File: config.mk
export PLATFORM = sky130hd
export DESIGN_NAME = rice_bus_arbiter
export DESIGN_NICKNAME = d
export VERILOG_FILES = /design/src/rtl/rice_bus_arbiter_pkg.sv /design/src/rtl/rice_bus_arbiter_id_fifo.sv /design/src/rtl/rice_bus_arbiter.sv
export SDC_FILE = /design/constraint.sdc
export NUM_CORES = 1
export LEC_CHECK = 0
export CORE_AREA = 2 2 212 214
export DETAILED_ROUTE_END_ITERATION = 8
export DIE_AREA = 0 0 214 216
export GPL_TIMING_DRIVEN = 0
export REMOVE_ABC_BUFFERS = 1
export SYNTH_ARGS = -nofsm -noshare
export SYNTH_HDL_FRONTEND = slang
export SYNTH_SLANG_ARGS = --single-unit
File: constraint.sdc
create_clock -name i_clk -period 3 [get_ports i_clk]
set_clock_uncertainty 0.1 [all_clocks]
set_input_delay 0.6 -clock i_clk [delete_from_list [all_inputs] [get_ports i_clk]]
set_output_delay 0.6 -clock i_clk [all_outputs]
set_load 0.01 [all_outputs]
File: src/rtl/rice_bus_arbiter_pkg.sv
//==============================================================================
// Module : rice_bus_arbiter_pkg
// Brief  : Shared widths, index-width helper and request struct for the arbiter.
// Rev    : 1.0 - initial release
//==============================================================================
`default_nettype none

package rice_bus_arbiter_pkg;

  localparam int DEFAULT_ADDRESS_WIDTH = 64;
  localparam int DEFAULT_DATA_WIDTH    = 64;
  localparam int DEFAULT_STROBE_WIDTH  = DEFAULT_DATA_WIDTH / 8;

  // A single master still needs a one-bit index so the ID FIFO has a width.
  function automatic int index_width(input int masters);
    return (masters > 1) ? $clog2(masters) : 1;
  endfunction

  typedef struct packed {
    logic [DEFAULT_ADDRESS_WIDTH-1:0] address;
    logic [DEFAULT_STROBE_WIDTH-1:0]  strobe;
    logic [DEFAULT_DATA_WIDTH-1:0]    write_data;
  } request_t;

endpackage

`default_nettype wire

File: src/rtl/rice_bus_arbiter_id_fifo.sv
//==============================================================================
// Module : rice_bus_arbiter_id_fifo
// Brief  : In-order FIFO of grant indices for accepted, unanswered requests.
// Rev    : 1.0 - initial release
//==============================================================================
`default_nettype none

module rice_bus_arbiter_id_fifo #(
  parameter int DEPTH = 4,
  parameter int WIDTH = 1
) (
  input  logic             clk,
  input  logic             rst_n,
  input  logic             push,
  input  logic [WIDTH-1:0] push_data,
  input  logic             pop,
  output logic             full,
  output logic             empty,
  output logic [WIDTH-1:0] head
);

  localparam int PW = (DEPTH > 1) ? $clog2(DEPTH) : 1;
  localparam int CW = $clog2(DEPTH + 1);

  logic [WIDTH-1:0] mem [DEPTH];
  logic [PW-1:0]    wr_ptr;
  logic [PW-1:0]    rd_ptr;
  logic [CW-1:0]    count;

  // Explicit wrap keeps non-power-of-two-safe behaviour and a depth of one.
  function automatic logic [PW-1:0] next_ptr(input logic [PW-1:0] ptr);
    return (ptr == PW'(DEPTH - 1)) ? '0 : ptr + 1'b1;
  endfunction

  assign full  = (count == CW'(DEPTH));
  assign empty = (count == '0);
  assign head  = mem[rd_ptr];

  always_ff @(posedge clk) begin
    if (push) begin
      mem[wr_ptr] <= push_data;
    end
  end

  always_ff @(posedge clk or negedge rst_n) begin
    if (!rst_n) begin
      wr_ptr <= '0;
      rd_ptr <= '0;
      count  <= '0;
    end else begin
      if (push) begin
        wr_ptr <= next_ptr(wr_ptr);
      end
      if (pop) begin
        rd_ptr <= next_ptr(rd_ptr);
      end
      case ({push, pop})
        2'b10:   count <= count + 1'b1;
        2'b01:   count <= count - 1'b1;
        default: count <= count;
      endcase
    end
  end

endmodule

`default_nettype wire

File: src/rtl/rice_bus_arbiter.sv
//==============================================================================
// Module : rice_bus_arbiter
// Brief  : Shares one rice bus slave between masters; routes responses in order.
//          RICE_BUS_ARBITER_ROUND_ROBIN_EN selects round-robin over fixed priority.
// Rev    : 1.0 - initial release
//==============================================================================
`default_nettype none

module rice_bus_arbiter
  import rice_bus_arbiter_pkg::*;
#(
  parameter int  MASTERS         = 2,
  parameter int  MAX_OUTSTANDING = 4,
  parameter int  ADDRESS_WIDTH   = DEFAULT_ADDRESS_WIDTH,
  parameter int  DATA_WIDTH      = DEFAULT_DATA_WIDTH,
  localparam int STROBE_WIDTH    = DATA_WIDTH / 8,
  localparam int IW              = index_width(MASTERS)
) (
  input  logic                              i_clk,
  input  logic                              i_rst_n,
  input  logic [MASTERS-1:0]                i_m_request_valid,
  output logic [MASTERS-1:0]                o_m_request_ready,
  input  logic [MASTERS*ADDRESS_WIDTH-1:0]  i_m_address,
  input  logic [MASTERS*STROBE_WIDTH-1:0]   i_m_strobe,
  input  logic [MASTERS*DATA_WIDTH-1:0]     i_m_write_data,
  output logic [MASTERS-1:0]                o_m_response_valid,
  input  logic [MASTERS-1:0]                i_m_response_ready,
  output logic [DATA_WIDTH-1:0]             o_m_read_data,
  output logic                              o_s_request_valid,
  input  logic                              i_s_request_ready,
  output logic [ADDRESS_WIDTH-1:0]          o_s_address,
  output logic [STROBE_WIDTH-1:0]           o_s_strobe,
  output logic [DATA_WIDTH-1:0]             o_s_write_data,
  input  logic                              i_s_response_valid,
  output logic                              o_s_response_ready,
  input  logic [DATA_WIDTH-1:0]             i_s_read_data
);

  typedef struct packed {
    logic [ADDRESS_WIDTH-1:0] address;
    logic [STROBE_WIDTH-1:0]  strobe;
    logic [DATA_WIDTH-1:0]    write_data;
  } slave_request_t;

  slave_request_t requests [MASTERS];
  logic           lock;
  logic [IW-1:0]  locked_idx;
  logic [IW-1:0]  sel;
  logic [IW-1:0]  grant;
  logic [IW-1:0]  head;
  logic           full;
  logic           empty;
  logic           push;
  logic           pop;

  for (genvar m = 0; m < MASTERS; m++) begin : g_unpack
    assign requests[m].address    = i_m_address[m*ADDRESS_WIDTH +: ADDRESS_WIDTH];
    assign requests[m].strobe     = i_m_strobe[m*STROBE_WIDTH +: STROBE_WIDTH];
    assign requests[m].write_data = i_m_write_data[m*DATA_WIDTH +: DATA_WIDTH];
  end

`ifdef RICE_BUS_ARBITER_ROUND_ROBIN_EN
  logic [IW-1:0] last_grant;

  always_comb begin
    logic found;
    int   idx;
    sel   = last_grant;
    found = 1'b0;
    for (int k = 1; k <= MASTERS; k++) begin
      idx = (int'(last_grant) + k) % MASTERS;
      if (!found && i_m_request_valid[idx]) begin
        sel   = IW'(idx);
        found = 1'b1;
      end
    end
  end

  always_ff @(posedge i_clk or negedge i_rst_n) begin
    if (!i_rst_n) begin
      last_grant <= IW'(MASTERS - 1);
    end else if (push) begin
      last_grant <= grant;
    end
  end
`else
  always_comb begin
    sel = '0;
    for (int i = MASTERS - 1; i >= 0; i--) begin
      if (i_m_request_valid[i]) begin
        sel = IW'(i);
      end
    end
  end
`endif

  // A request waiting on the slave pins the grant until it is accepted.
  assign grant             = lock ? locked_idx : sel;
  assign o_s_request_valid = i_m_request_valid[grant] && !full;
  assign push              = o_s_request_valid && i_s_request_ready;
  assign {o_s_address, o_s_strobe, o_s_write_data} = requests[grant];

  always_comb begin
    o_m_request_ready        = '0;
    o_m_request_ready[grant] = o_s_request_valid && i_s_request_ready;
  end

  always_ff @(posedge i_clk or negedge i_rst_n) begin
    if (!i_rst_n) begin
      lock       <= 1'b0;
      locked_idx <= '0;
    end else if (push) begin
      lock       <= 1'b0;
    end else if (!lock && o_s_request_valid) begin
      lock       <= 1'b1;
      locked_idx <= grant;
    end
  end

  assign o_s_response_ready = !empty && i_m_response_ready[head];
  assign pop                = i_s_response_valid && o_s_response_ready;
  assign o_m_read_data      = i_s_read_data;

  always_comb begin
    o_m_response_valid       = '0;
    o_m_response_valid[head] = i_s_response_valid && !empty;
  end

  rice_bus_arbiter_id_fifo #(
    .DEPTH (MAX_OUTSTANDING),
    .WIDTH (IW)
  ) u_id_fifo (
    .clk       (i_clk),
    .rst_n     (i_rst_n),
    .push      (push),
    .push_data (grant),
    .pop       (pop),
    .full      (full),
    .empty     (empty),
    .head      (head)
  );

endmodule

`default_nettype wire

# ---- Word level (Yosys, flattened, before mapping)
# Memory sizes are Yosys's and may differ from the RTL's.
# Cells that the tools add are included.
dict set report totals {
  regBits 9
  latch_bits 0
  mem_bits_rw 4
  romBits 0
  elab_cells 60
  mem_count 1
}
dict set report op_classes {
  add_sub_neg 4
  n_mul 0
  div_mod_pow 0
  magnitude_cmp 5
  n_eq_ne 5
  shift 0
  mux 21
  bitwise_logic 4
  n_reduce_logical 15
}
# memory words width rd rd_ports_with_merged_regs wr line_no
set mem_list {}
lappend mem_list {u_id_fifo.mem 4 1 1 0 1 rice_bus_arbiter_id_fifo.sv:25} ;# logic [WIDTH-1:0] mem [DEPTH];
# cell count
set op_table {}
lappend op_table {{136-bit 2-to-1 mux} 3}
lappend op_table {{1-bit 2-to-1 mux} 13}
lappend op_table {{1-bit logical AND} 8}
lappend op_table {{2-bit == test, second input constant} 3}
lappend op_table {{3-bit case mux with 2 select lines} 1}
lappend op_table {{2-bit by 1-bit adder with 2-bit output, second input constant} 2}
lappend op_table {{2-bit bitwise AND} 2}
lappend op_table {{1-bit by 2-bit < comparator with 1-bit output, second input constant} 2}
lappend op_table {{2-bit 2-to-1 mux} 2}
lappend op_table {{2-bit nonzero test} 2}
lappend op_table {{3-bit by 1-bit adder with 3-bit output, second input constant} 1}
lappend op_table {{3-bit == test, second input constant} 1}
lappend op_table {{1-bit zero test} 3}
lappend op_table {{3-bit zero test} 1}
lappend op_table {{3-bit by 1-bit subtractor with 3-bit output, second input constant} 1}
lappend op_table {{1-bit demux with 1-bit select} 2}
lappend op_table {{2-bit by 1-bit == test with 1-bit output, second input constant} 1}
lappend op_table {{1-bit >= comparator, second input constant} 2}
lappend op_table {{2-bit >= comparator, second input constant} 1}
lappend op_table {{1-bit NOT with 2-bit output} 1}
lappend op_table {{2-bit AND reduction} 1}
lappend op_table {{1-bit NOT} 1}

# ---- Depth between registers and ports, before layout
dict set report logic_depth {
  depth_word 9
  depth_mapped 11
}

# ---- Cells and area by module
# A second synthesis with hierarchy kept.
dict set report hier_totals {
  hier_cells 285
  area_unflattened_um2 3518.4
}
# module instances cells_each area_each_um2
set modules_own_cells {}
lappend modules_own_cells {rice_bus_arbiter 1 242 2955.3}
lappend modules_own_cells {rice_bus_arbiter_id_fifo 1 43 563.0}

# ---- Least setup slack after synthesis
# OpenSTA, ideal clock, no wires.
dict set report synth_timing {
  path_type {reg2reg}
  from {register u_id_fifo.rd_ptr[0]}
  to {register u_id_fifo.count[2]}
  setup_time_ps 79
  t_arrival_ps 2229
  path_slack_ps 592
  stages_incl_launch_ff 10
  path_buffers 0
  synth_period_minus_slack_ps 2408
  cell_sequence {dfrtp_1 -> mux4_2 -> mux2i_1 -> nor2_1 -> ha_1 -> inv_1 -> fa_1 -> xor2_1 -> nor2_1 -> xor2_1}
}
dict set report synth_via {
  elab_chain_len 7
  elab_cells_between_ends 9
}
# element line_no
set synth_lines {}
lappend synth_lines {{start: declaration} rice_bus_arbiter_id_fifo.sv:27} ;# logic [PW-1:0] rd_ptr;
lappend synth_lines {{start signal: assignment} rice_bus_arbiter_id_fifo.sv:55} ;# rd_ptr <= next_ptr(rd_ptr);
lappend synth_lines {{memory 4 x 1 bit *} -}
lappend synth_lines {{1-bit 2-to-1 mux (implied by the code) * (2 in series)} rice_bus_arbiter.sv:120} ;# assign o_s_response_ready = !empty && i_m_response_ready[head];
lappend synth_lines {{1-bit logical AND *} rice_bus_arbiter.sv:120}
lappend synth_lines {{1-bit logical AND *} rice_bus_arbiter.sv:121} ;# assign pop = i_s_response_valid && o_s_response_ready;
lappend synth_lines {{named net pop} rice_bus_arbiter.sv:54} ;# logic pop;
lappend synth_lines {{2-bit by 1-bit == test with 1-bit output / 2-bit == test (equally long branches)} rice_bus_arbiter_id_fifo.sv:57} ;# case ({push, pop})
lappend synth_lines {{3-bit case mux with 2 select lines / 2-bit nonzero test (equally long branches)} -}
lappend synth_lines {{end signal: assignment} rice_bus_arbiter_id_fifo.sv:58} ;# 2'b10: count <= count + 1'b1;
lappend synth_lines {{end signal: assignment} rice_bus_arbiter_id_fifo.sv:59} ;# 2'b01: count <= count - 1'b1;
lappend synth_lines {{end signal: assignment} rice_bus_arbiter_id_fifo.sv:60} ;# default: count <= count;
lappend synth_lines {{end: declaration} rice_bus_arbiter_id_fifo.sv:28} ;# logic [CW-1:0] count;
# Mark *: on every way through the listed nets, which the timed path passes. The rest lies on a longest branch. The select of a mux whose other input is x is not followed.
# A chain may end at the register's enable or synchronous reset.

# ---- Worst setup path in the final report
dict set report layout_timing {
  from {input i_m_request_valid[0]}
  to {output o_s_write_data[17]}
}
dict set report layout_via {
  elab_chain_len 6
}
# element line_no
set layout_lines {}
lappend layout_lines {{start: declaration} rice_bus_arbiter.sv:21} ;# input logic [MASTERS-1:0] i_m_request_valid,
lappend layout_lines {{1-bit 2-to-1 mux} rice_bus_arbiter.sv:90} ;# if (i_m_request_valid[i]) begin
lappend layout_lines {{1-bit 2-to-1 mux} rice_bus_arbiter.sv:98} ;# assign grant = lock ? locked_idx : sel;
lappend layout_lines {{1-bit NOT with 2-bit output (implied by the code)} rice_bus_arbiter.sv:101} ;# assign {o_s_address, o_s_strobe, o_s_write_data} = requests[grant];
lappend layout_lines {{136-bit 2-to-1 mux (implied by the code) (3 in series)} rice_bus_arbiter.sv:101}
lappend layout_lines {{end: declaration} rice_bus_arbiter.sv:33} ;# output logic [DATA_WIDTH-1:0] o_s_write_data,
# No other way between the ends. The select of a mux whose other input is x is not followed.

==> results.yml <==
logic_synthesis:
  netlist_instances: 281
  yosys-top-cells-area: "mux2_1 56%, buf_4 17%, dfrtp_1 8.0%"
  synthSimpleGateAreaFrac_pct: 4.29
  yosys-mux-area-fraction_pct: 57.2
  synth-edff-count: 4
  synth.distinct_cells: 27
  synth-compound-area-share_pct: 1.28
  netlist_area_um2: 2830
  synth_common_cells: "140 x mux2_1, 64 x buf_4, 16 x buf_2, 9 x dfrtp_1, 7 x nor2_1"
  synth-seq-cells: 13
  yosysMostFrequentCell: "mux2_1"
  ys_async_sr_fraction_pct: 69.2
  ys_seq_area_share_pct: 12.2
  synthAdderAreaFrac_pct: 3.36
  yosys_warnings: 0
  synth_top_family_by_area: "multiplexers"
  yosys.area.top_type: "mux2_1"
  synth_xor_area_share_pct: 0.928
  yosysTopAreaCellShare_pct: 55.7
  synthFlopType: "dfrtp_1"
  syn_area_per_cell_um2: 10.1
drt:
  wl_um: 35800
  detail_route.vias_per_cell: 3.11
  vias: 3880
  wl_per_cell_um: 28.7
  ant_nets: 0
  drt-pass1-iter-count: 4
  drc: 0
  drt_iter0_markers: 102
worst_setup_path:
  required_ns: 2.30
  critPathKind: "in2out"
  end_kind: "primary output"
  worstPathArrival_ns: 2.26
  worstSetupStartpointType: "input port"
  critPathMaxFanout: 6
die:
  num_rows: 77
  die_h_um: 216
  die_w_um: 214
  initial_core_util_pct: 6.46
  num_io_pins: 550
  core_area_um2: 43800
  dieArea_um2: 46200
placement:
  portBuffers: 421
  dpl.cell_count: 1219
  place_congestion: 0.851
  dpl_cell_area_um2: 7340
  dp_slack_ns: -1.29
  dp_hpwl_um: 32100
global_route:
  antenna_found_initial: 1
  grt_first_pass_wirelength_um: 44900
  grt_overflow: 0
  grt_pass1_vias: 4332
  grt_usage_pct: 15.0
  grt_max_degree: 16
sta:
  period_minus_slack_ns: 2.96
  hold_slack_ns: 0.403
  hold_viol: 0
  setup_viol: 0
  rsz0062_at_grt: "yes"
  fin_ws_ns: 0.0386
  max-slew-margin-rel_pct: 58.6
  fmax_ghz: 0.338
  slew_viol_final: 0
  fin_crit_sh_pct: 98.7
  worst_slew_pin_slew_ns: 0.619
finish:
  drive_gt1_share_pct: 18.0
  syn2layout_area_growth_pct: 163
  nFillCells: 4938
  nets: 1007
  n_antenna_cell: 0
  utilization_pct: 17.0
  final_cells: 1247
  fin_area_um2: 7450
power:
  p_leak_uw: 0.00296
  power_density_nw_per_um2: 657
  vdd_ir_drop_max_mv: 0.285
clock_network:
  clk_path_buf_depth: 2
  hold_buffers: 0
  path_clk_slew_ns: 0.04
  htree_levels: 1
  cts_tree: "yes"
  worstSkewPairLatency_ns: 0.24
  cts_buffers: 3
  clk_root_buffer_cell: "clkbuf_16"
  cts.sinks: 13
flow_run:
  drv_cap: 0
worst_hold_path:
  hp-class: "reg2reg"
status:
  status: "finished clean"
flip-flops by register name, indices dropped and copies added, names as in the netlist:
register          flops
lock                  1
locked_idx            1
u_id_fifo.count       3
u_id_fifo.mem         4
u_id_fifo.rd_ptr      2
u_id_fifo.wr_ptr      2
per-layer routing:
| layer | GRT usage [%] | vias up | share of wire (%) |
|---|---|---|---|
| li1 | - | 1678 | - |
| met3 | 19.1 | 12 | 26 |
| met2 | 18.9 | 421 | 35 |
| met1 | 15.4 | 1763 | 39 |
| met4 | 0.956 | 6 | 0.40 |
| met5 | 5.21 | - | 0.83 |
stage by stage:
| step | setup TNS [ns] | power, µW |
|---|---|---|
| floorplan | -788.97 | 1530 |
| global placement | -1418.53 | 2840 |
| detailed placement | -113.18 | 4440 |
| CTS | -0.00463 | 5080 |
| global route | -0.0362 | 5270 |
| finish | 0 | 4900 |
area by class of cell:
| cell class | count | area [µm²] | share of cell area (%) |
|---|---|---|---|
| repair buffers | 450 | 4340 | 58.2 |
| multi-input cells | 181 | 1920 | 25.8 |
| well taps | 592 | 741 | 9.94 |
| flip-flops and latches | 13 | 345 | 4.64 |
| clock buffers | 3 | 75.1 | 1.01 |
| inverters | 7 | 26.3 | 0.353 |
| clock inverters | 1 | 5.00 | 0.0672 |
final timing paths:
path	startpoint	endpoint	slack, ns	cells after the start
min	u_id_fifo.count[2]$_DFFE_PN0P_	u_id_fifo.count[2]$_DFFE_PN0P_	0.40	1
max in group asynchronous	i_rst_n	u_id_fifo.rd_ptr[1]$_DFFE_PN0P_	1.91	1
max reg2reg	u_id_fifo.rd_ptr[0]$_DFFE_PN0P_	u_id_fifo.count[2]$_DFFE_PN0P_	0.29	9
min in group asynchronous	i_rst_n	lock$_DFFE_PN0P_	0.58	1
max	i_m_request_valid[0]	o_s_write_data[17]	0.04	7
min reg2reg	u_id_fifo.count[2]$_DFFE_PN0P_	u_id_fifo.count[2]$_DFFE_PN0P_	0.40	1
worst max-delay path, cell delays in order:
cell	delay (ns)
clkdlybuf4s15_2	0.23
o21ai_4	0.26
buf_12	0.18
buf_16	0.14
clkbuf_4	0.18
mux2_1	0.36
clkdlybuf4s15_2	0.30
cell families (layout without fill, tap and decap cells):
kind of cell,count (synthesis),in the layout
DFF,13,13
and+or+nand+nor,23,23
AOI/OAI and AO/OA,5,5
muxes,143,143
buffers and inverters,87,461
adders and majority gates,7,7
xor gates and xnor gates,3,3
power breakdown:
group          total [µW]  switching (µW)  internal (µW)
clock network         245            68.1            177
registers             330            61.0            269
logic                4320            2130           2190
total                4900            2260           2640
placed cells by master, fill, tap and decap left out, types with 2 or more instances in the layout:
master and instances:
clkdlybuf4s50_1 283, mux2_1 136, dlygate4sd2_1 50, buf_2 34, clkbuf_2 33, buf_4 15, clkdlybuf4s15_1 10, dfrtp_1 9
nor2_1 7, inv_1 6, ha_1 6, bufbuf_16 6, buf_16 5, clkdlybuf4s15_2 5, and2_1 4, edfxtp_1 4
mux2_2 3, nor2b_1 3, clkbuf_16 3, buf_12 3, buf_6 3, nand2_1 2, nor3_1 2, mux2i_1 2
xor2_1 2
repair_timing:
action | 4_1_cts | 5_1_grt
cloned | 8 | 0
gates resized for setup | 310 | 84
endpoints found under the setup margin | 138 | 57
pin swaps | 1 | 0
setup buffers | 14 | 2
(Power assumes the default switching activity.)
